==> src/rtl/arb_rr.sv <==
// rtl/arb_rr.sv - two-class bus arbiter (fixed-priority high, round-robin low) with external master handoff
// Optional starvation guard compiled in with ARB_STARVE_EN.
module arb_rr #(
  parameter int N          = 8,
  parameter int IDW        = 4,
  parameter int STARVE_MAX = 7
) (
  input  logic           clk,
  input  logic           resetl,
  input  logic [N-1:0]   req,
  input  logic [N-1:0]   prio_hi,
  input  logic           ack,
  input  logic           idle,
  input  logic           ext_br,
  output logic [N-1:0]   grant,
  output logic [IDW-1:0] grant_id,
  output logic           ext_bg,
  output logic           arb_pt
);

  if (N < 2 || N > 16 || (1 << IDW) < N || STARVE_MAX < 1 || STARVE_MAX > 15) begin : g_bad_param
    $error("arb_rr: parameter out of range");
  end

  typedef enum logic {ST_INT, ST_XOWN} state_t;

  localparam logic [N-1:0] CH0_MASK = N'(1);

  state_t         state;
  logic [IDW-1:0] last_lo;
  logic [N-1:0]   hi_req, lo_req;
  logic           hi_any, lo_any, forced;
  logic [IDW-1:0] hi_idx, lo_idx;
  int             best_d, d;

  assign arb_pt = ack | idle;

  // Channel 0 is permanently low class and is the fallback, so it never enters either search.
  assign hi_req = req & prio_hi & ~CH0_MASK;
  assign lo_req = req & ~prio_hi & ~CH0_MASK;
  assign hi_any = |hi_req;
  assign lo_any = |lo_req;

  always_comb begin
    hi_idx = '0;
    for (int i = N - 1; i >= 1; i--) begin
      if (hi_req[i]) hi_idx = IDW'(i);
    end
  end

  // Pick the requester closest after last_lo on the ring 1..N-1.
  always_comb begin
    lo_idx = '0;
    best_d = N;
    d      = 0;
    for (int i = 1; i < N; i++) begin
      d = i - int'(last_lo) - 1;
      if (d < 0) d = d + (N - 1);
      if (lo_req[i] && d < best_d) begin
        best_d = d;
        lo_idx = IDW'(i);
      end
    end
  end

`ifdef ARB_STARVE_EN
  logic [3:0] starve_cnt;

  assign forced = (starve_cnt == 4'(STARVE_MAX)) && lo_any;

  always_ff @(posedge clk) begin
    if (!resetl) begin
      starve_cnt <= '0;
    end else if (state == ST_INT && arb_pt) begin
      if (!forced && hi_any) begin
        if (starve_cnt != 4'hf) starve_cnt <= starve_cnt + 4'd1;
      end else begin
        starve_cnt <= '0;
      end
    end
  end
`else
  assign forced = 1'b0;
`endif

  always_ff @(posedge clk) begin
    if (!resetl) begin
      state    <= ST_INT;
      grant    <= CH0_MASK;
      grant_id <= '0;
      ext_bg   <= 1'b0;
      last_lo  <= IDW'(N - 1);
    end else begin
      case (state)
        ST_INT: begin
          if (arb_pt) begin
            if (forced || (!hi_any && !ext_br && lo_any)) begin
              grant    <= CH0_MASK << lo_idx;
              grant_id <= lo_idx;
              last_lo  <= lo_idx;
            end else if (hi_any) begin
              grant    <= CH0_MASK << hi_idx;
              grant_id <= hi_idx;
            end else if (ext_br) begin
              state    <= ST_XOWN;
              grant    <= '0;
              grant_id <= '0;
              ext_bg   <= 1'b1;
            end else begin
              grant    <= CH0_MASK;
              grant_id <= '0;
            end
          end
        end
        ST_XOWN: begin
          if (!ext_br) begin
            state    <= ST_INT;
            grant    <= CH0_MASK;
            grant_id <= '0;
            ext_bg   <= 1'b0;
          end
        end
        default: state <= ST_INT;
      endcase
    end
  end

endmodule
==> config.mk <==
export PLATFORM = sky130hd
export DESIGN_NAME = arb_rr
export DESIGN_NICKNAME = d
export VERILOG_FILES = /design/src/rtl/arb_rr.sv
export SDC_FILE = /design/constraint.sdc
export NUM_CORES = 1
export LEC_CHECK = 0
export BUFFER_PORTS_ARGS = -buffer_cell sky130_fd_sc_hd__buf_2
export CAP_MARGIN = 30
export CORE_MARGIN = 10
export CORE_UTILIZATION = 35
export CTS_CLUSTER_DIAMETER = 80
export DETAILED_ROUTE_END_ITERATION = 6
export HOLD_SLACK_MARGIN = 0.06
export SLEW_MARGIN = 0
export SYNTH_ARGS = -nofsm -noshare
export SYNTH_HDL_FRONTEND = slang
export SYNTH_SLANG_ARGS = --single-unit
==> constraint.sdc <==
create_clock -name clk -period 26.8 [get_ports clk]
set_input_delay 5.36 -clock clk [delete_from_list [all_inputs] [get_ports clk]]
set_output_delay 5.36 -clock clk [all_outputs]
set_load 0.01 [all_outputs]
# After elaboration in Yosys (flattened, before gate mapping)
# Cells that the tools add are included.
[op_classes] addsub=21 n_mul=0 n_div=0 magnitude_cmp=14 n_eq_ne=5 shift=2 n_mux=49 n_bitwise=5 n_reduce_logical=16
[ops] op="$mux 32" count=13
[ops] op="$lt 32x32->1" count=6
[ops] op="$mux 4" count=13
[ops] op="$add 6x4->7 const B" count=7
[ops] op="$lt 6x1->1 const B" count=7
[ops] op="$sub 5x2->6 const B" count=7
[ops] op="$lt 32x5->1 const B" count=1
[ops] op="$mux 8" count=4
[ops] op="$sub 3x4->5 const A" count=4
[ops] op="$and 8x8->8" count=2
[ops] op="$pmux 8 s2" count=1
[ops] op="$shl 1x4->8 const A" count=2
[ops] op="$reduce_or 7->1" count=2
[ops] op="$mux 3" count=4
[ops] op="$mux 1" count=11
[ops] op="$ne 2x2->1 const B" count=5
[ops] op="$sub 2x4->5 const A" count=2
[ops] op="$logic_and 1x1->1" count=9
[ops] op="$not 8->8" count=1
[ops] op="$pmux 4 s2" count=1
[ops] op="$reduce_and 5->1" count=1
[ops] op="$sub 1x4->5 const A" count=1
[ops] op="$pmux 1 s2" count=2
[ops] op="$reduce_and 3->1" count=1
[ops] op="4 further kinds" count=5
[word_totals] regBits=18 latch_bits=0 ramBits=0 mem_bits_ro=0 in_bits=21 out_inout_bits=14 elab_cells=117 n_memories=0

# Longest topological paths before layout
[logic_depth] depth_word=29 depth_mapped=74 ltp_nobuf=69

# Least setup slack after synthesis
# Ideal clock, no wire load.
[synth_path] path_kind="input to register" start="input port req[1]" end="register grant[4]" setup_time_ns=0.096 arrival_ns=15.719 required_ns=26.704 setup_slack_ns=10.986 stages=64 path_buffers=4 cell_sequence="nor2b_1 -> nand3_1 -> a21o_1 -> ha_1 -> nor3b_2 -> and4b_1 -> nand4b_4 -> o21ai_4 -> mux2i_1 -> inv_1 -> ha_1 -> nor4b_1 -> a21o_1 -> a31oi_1 -> o31a_2 -> a21oi_4 -> nand2_1 -> o21ai_0 -> (+28 left out) -> nand3_1 -> a31oi_2 -> or2_1 -> buf_4 -> buf_2 -> nand2_1 -> o21ai_0 -> ha_1 -> nor2b_1 -> a31oi_1 -> or3_1 -> nor2_1 -> inv_1 -> a2111oi_4 -> a21oi_4 -> nand3_4 -> nand4_2 -> o41ai_2"
[synth_via] elab_chain_cells=25 elab_cells_between_ends=40 classes_between="6 x order compare; 2 x shift; 18 x mux; 2 x bitwise; 12 x reduce/logical"
[synth_rtl] item="start: declaration" line_no="10" rtl="input logic [N-1:0] req,"
[synth_rtl] item="$and 8x8->8" line_no="40" rtl="assign lo_req = req & ~prio_hi & ~CH0_MASK;"
[synth_rtl] item="$logic_and 1x1->1" line_no="59" rtl="if (lo_req[i] && d < best_d) begin"
[synth_rtl] item="$mux 32" line_no="59"
[synth_rtl] item="$lt 32x32->1" line_no="59"
[synth_rtl] item="$logic_and 1x1->1" line_no="59"
[synth_rtl] item="$mux 32" line_no="59"
[synth_rtl] item="$lt 32x32->1" line_no="59"
[synth_rtl] item="$logic_and 1x1->1" line_no="59"
[synth_rtl] item="(+9 left out)"
[synth_rtl] item="$mux 32" line_no="59"
[synth_rtl] item="$lt 32x32->1" line_no="59"
[synth_rtl] item="$logic_and 1x1->1" line_no="59"
[synth_rtl] item="$mux 4" line_no="59"
[synth_rtl] item="$shl 1x4->8" line_no="98" rtl="grant <= CH0_MASK << lo_idx;"
[synth_rtl] item="$mux 8 *" line_no="97" rtl="if (forced || (!hi_any && !ext_br && lo_any)) begin"
[synth_rtl] item="$mux 8 *" line_no="96" rtl="if (arb_pt) begin"
[synth_rtl] item="$pmux 8 s2 *" line_no="94" rtl="case (state)"
[synth_rtl] item="end signal: assignment" line_no="98"
[synth_rtl] item="end signal: assignment" line_no="102" rtl="grant <= CH0_MASK << hi_idx;"
[synth_rtl] item="end: declaration" line_no="15" rtl="output logic [N-1:0] grant,"
# Mark *: on every way between the ends. The rest lies on a longest branch, timed or not. The select of a mux whose other input is x is not followed.
# A chain may end at the register's enable or synchronous reset.

# Worst setup path in the final report
# Ends and elaborated chain as after synthesis.

==> metrics <==
status=completed; Yosys reg bits=16; crit path time final=17.96 ns; Wirelength per Cell=17.33 um; Critical Path Sink Type=flop; register area=320.3 um2; # port buffers=31; Setup violations, final=0; core footprint=11,960 um2; met3 GRT Util=2.135%; r2r setup slk=11.80 ns; Layout Nets=691; FP Rows=40; DRC=0; detailed-route via count=4,498; Worst Path Max Fanout=16; reg2reg start=last_lo[0]; dpl cells=762; initial antenna violation count=0; Post-synth EDFFs=0; top_reg_cell synth=dfxtp_1; Die Ht=130.4 um; TritonCTS clock tree=built; area of the multi-input gates=3672 um2; Setup Fix Bufs, Post-CTS=0; CP startpoint kind=input port; clk root buf=clkbuf_16; post-DP HPWL=10,570 um; DRT iter0 DRCs=428; layout cells sized above 1=12.44%; asr flop ratio synth=0%; worst hold path stage count=2; Hold EP=grant[0]; RR Endpoint=grant[4]; Worst VDD drop=0.04265 mV; Top Usage Layer GRT=met2; Arr. time, crit path=18.11 ns; vias in the first global route=4,492; f_max=55.68 MHz; Max Root-Sink Buffers=2; routed wire length=13,280 um; GR Overflow Total=0; Worst-Margin Slew=0.9080 ns; H-tree levels=1; Hold/Removal Path Class=flop to flop; clk_lat worst skew=0.25 ns; synthesized area=4267 um2; critical path's largest stage delay=0.54 ns; Syn Nets=679; Hold Buf Count CTS=0; CTS Sinks=16; Die Span X=130.4 um; slowest CP cell=nor2_2; critical path class=input port to flop; Cell Pwr Density=63.04 nW/um2; Distinct cells, synth=86; Reg clk slew, reported paths=0.05 ns; commonest non-fill, non-tap cells in the layout=nand2_1, nor2_1, ha_1; Reg2Reg Depth=58; post-route clock skew=0.0006017 ns; Initial Util=35.67%; fin cells=766; slew margin rel.=39.47%; fin. max-slew vios=0; Worst Hold Launch=grant[0]; first-pass GRT wire length=22,000 um; Hold Vio Cnt, Final=0; Max-Cap Viols=0; cts bufs inserted=3; Final Cycle Share=67.01%; gate count of the mapped netlist=608; area of the die=17,010 um2; setup TNS=0 ns; n_diodes=0; IO Count=35; synthesized area per cell=7.017 um2; via/cell ratio=5.872; DR pass1 iterations=5; GR Util met1=20.01%; largest net degree at the start of global routing=37; RSZ-0062 raised after global routing=false; remaining antenna violation count=0; leak pwr=1.955 nW; aggregate global-route resource usage=15.50%; Worst path most repeated cell=ha_1; met2 Use GR=26.69%; yosys warns=0; register area share after synthesis=7.507%; Fillers=1,236; Area Growth Syn to Fin=7.126%; WP data required=26.95 ns; # resized after CTS=0; RD Place Congestion=0.9261
[logic make-up (layout without fill, tap and decap cells)]
logic type      count (synthesis)  count (layout)  synth area share [%]
flops                          16              16                 7.507
buf+inv                        62              73                 6.422
compound gates                193             193                 33.17
mux                            10              10                 2.346
other cells                     1               1               0.08789
xor+xnor                       32              32                 6.921
fa+ha+maj                      50              50                 14.84
simple gates                  244             244                 28.71
[worst max-delay path: cells and delay by family]
family | cells | cell delay (ns)
compound gates | 24 | 5.95
simple gates | 19 | 4.36
fa+ha+maj | 6 | 1.64
buf+inv | 5 | 0.44
mux | 1 | 0.33
[per-stage QoR]
stage | util, % | instance area, um2 | setup slack, ns | hold WS, ns | power (mW)
2_1_floorplan | - | 4267 | 10.99 | 0.4685 | 0.2048
3_3_place_gp | 37.47 | 4482 | 8.925 | 0.4333 | 0.2463
3_5_place_dp | 37.47 | 4482 | 8.704 | 0.4404 | 0.2527
4_1_cts | 38.21 | 4571 | 8.932 | 0.4506 | 0.2857
5_1_grt | 38.21 | 4571 | 7.509 | 0.4641 | 0.3161
6_report | 38.21 | 4571 | 8.841 | 0.4537 | 0.2881
[metal layers]
layer	routed length, um	vias to the layer above	share of wire [%]
met2	6281	147	47
met4	229	0	1.7
met3	871	23	6.6
met1	5893	2099	44
met5	0	-	0
li1	-	2229	-
[report_power, final]
part / internal [mW] / switching (mW)
sequential: 0.0253 / 0.000951
combinational: 0.0849 / 0.145
clock: 0.0227 / 0.00936
[how the worst max path moves through the flow]
stage / startpoint / endpoint / slack, ns / cells after the start
after global routing: req[1] / grant[4] / 7.51 / 58
after CTS: req[1] / grant[4] / 8.93 / 55
after global placement: req[1] / grant[4] / 8.93 / 55
after floorplan: req[1] / grant[4] / 10.99 / 64
after detailed placement: req[1] / grant[4] / 8.70 / 57
final: req[1] / grant[4] / 8.84 / 55
[flip-flops by register name (all words and copies together) (netlist names)]
name      count
ext_bg        1
grant         8
state         1
last_lo       3
grant_id      3
[synth_stat cells, drive strengths merged, types with 2 or more instances]
master	instances	share of area, %
a2111oi	3	1.1
a32oi	3	0.62
o21a	4	0.70
or2	4	0.59
a22oi	5	0.88
o311ai	3	1.4
or3	2	0.29
a31oi	10	1.6
nor3b	8	1.6
o31a	3	0.65
o22ai	6	0.88
o21ai	45	5.6
nand3b	2	0.35
xor2	7	1.6
a21oi	45	5.9
nand2	72	6.5
a221oi	2	0.41
o32ai	2	0.85
inv	35	3.1
nand2b	16	2.3
a32o	2	0.47
nor2	73	6.6
xnor2	25	5.3
o221ai	5	1.2
a21boi	6	1.1
o31ai	6	1.1
nand4	8	1.3
o41ai	2	0.76
mux2i	10	2.3
and3	2	0.29
nor3	14	1.8
a211oi	8	1.8
nand3	17	2.3
nor4	3	0.44
dfxtp	16	7.5
and2	8	1.3
nor2b	9	1.4
clkbuf	10	0.88
a211o	5	1.0
buf	16	2.4
ha	49	14
o211ai	7	1.2
a21o	14	2.5
nand4b	3	0.97
[final cells by class]
type | count | area share, %
clock buffers | 4 | 1.944
inverters | 36 | 2.956
multi-input cells | 530 | 80.34
flip-flops and latches | 16 | 7.008
well taps | 147 | 4.024
repair buffers | 33 | 3.723
Note: power is estimated with default switching activity, not from simulation.
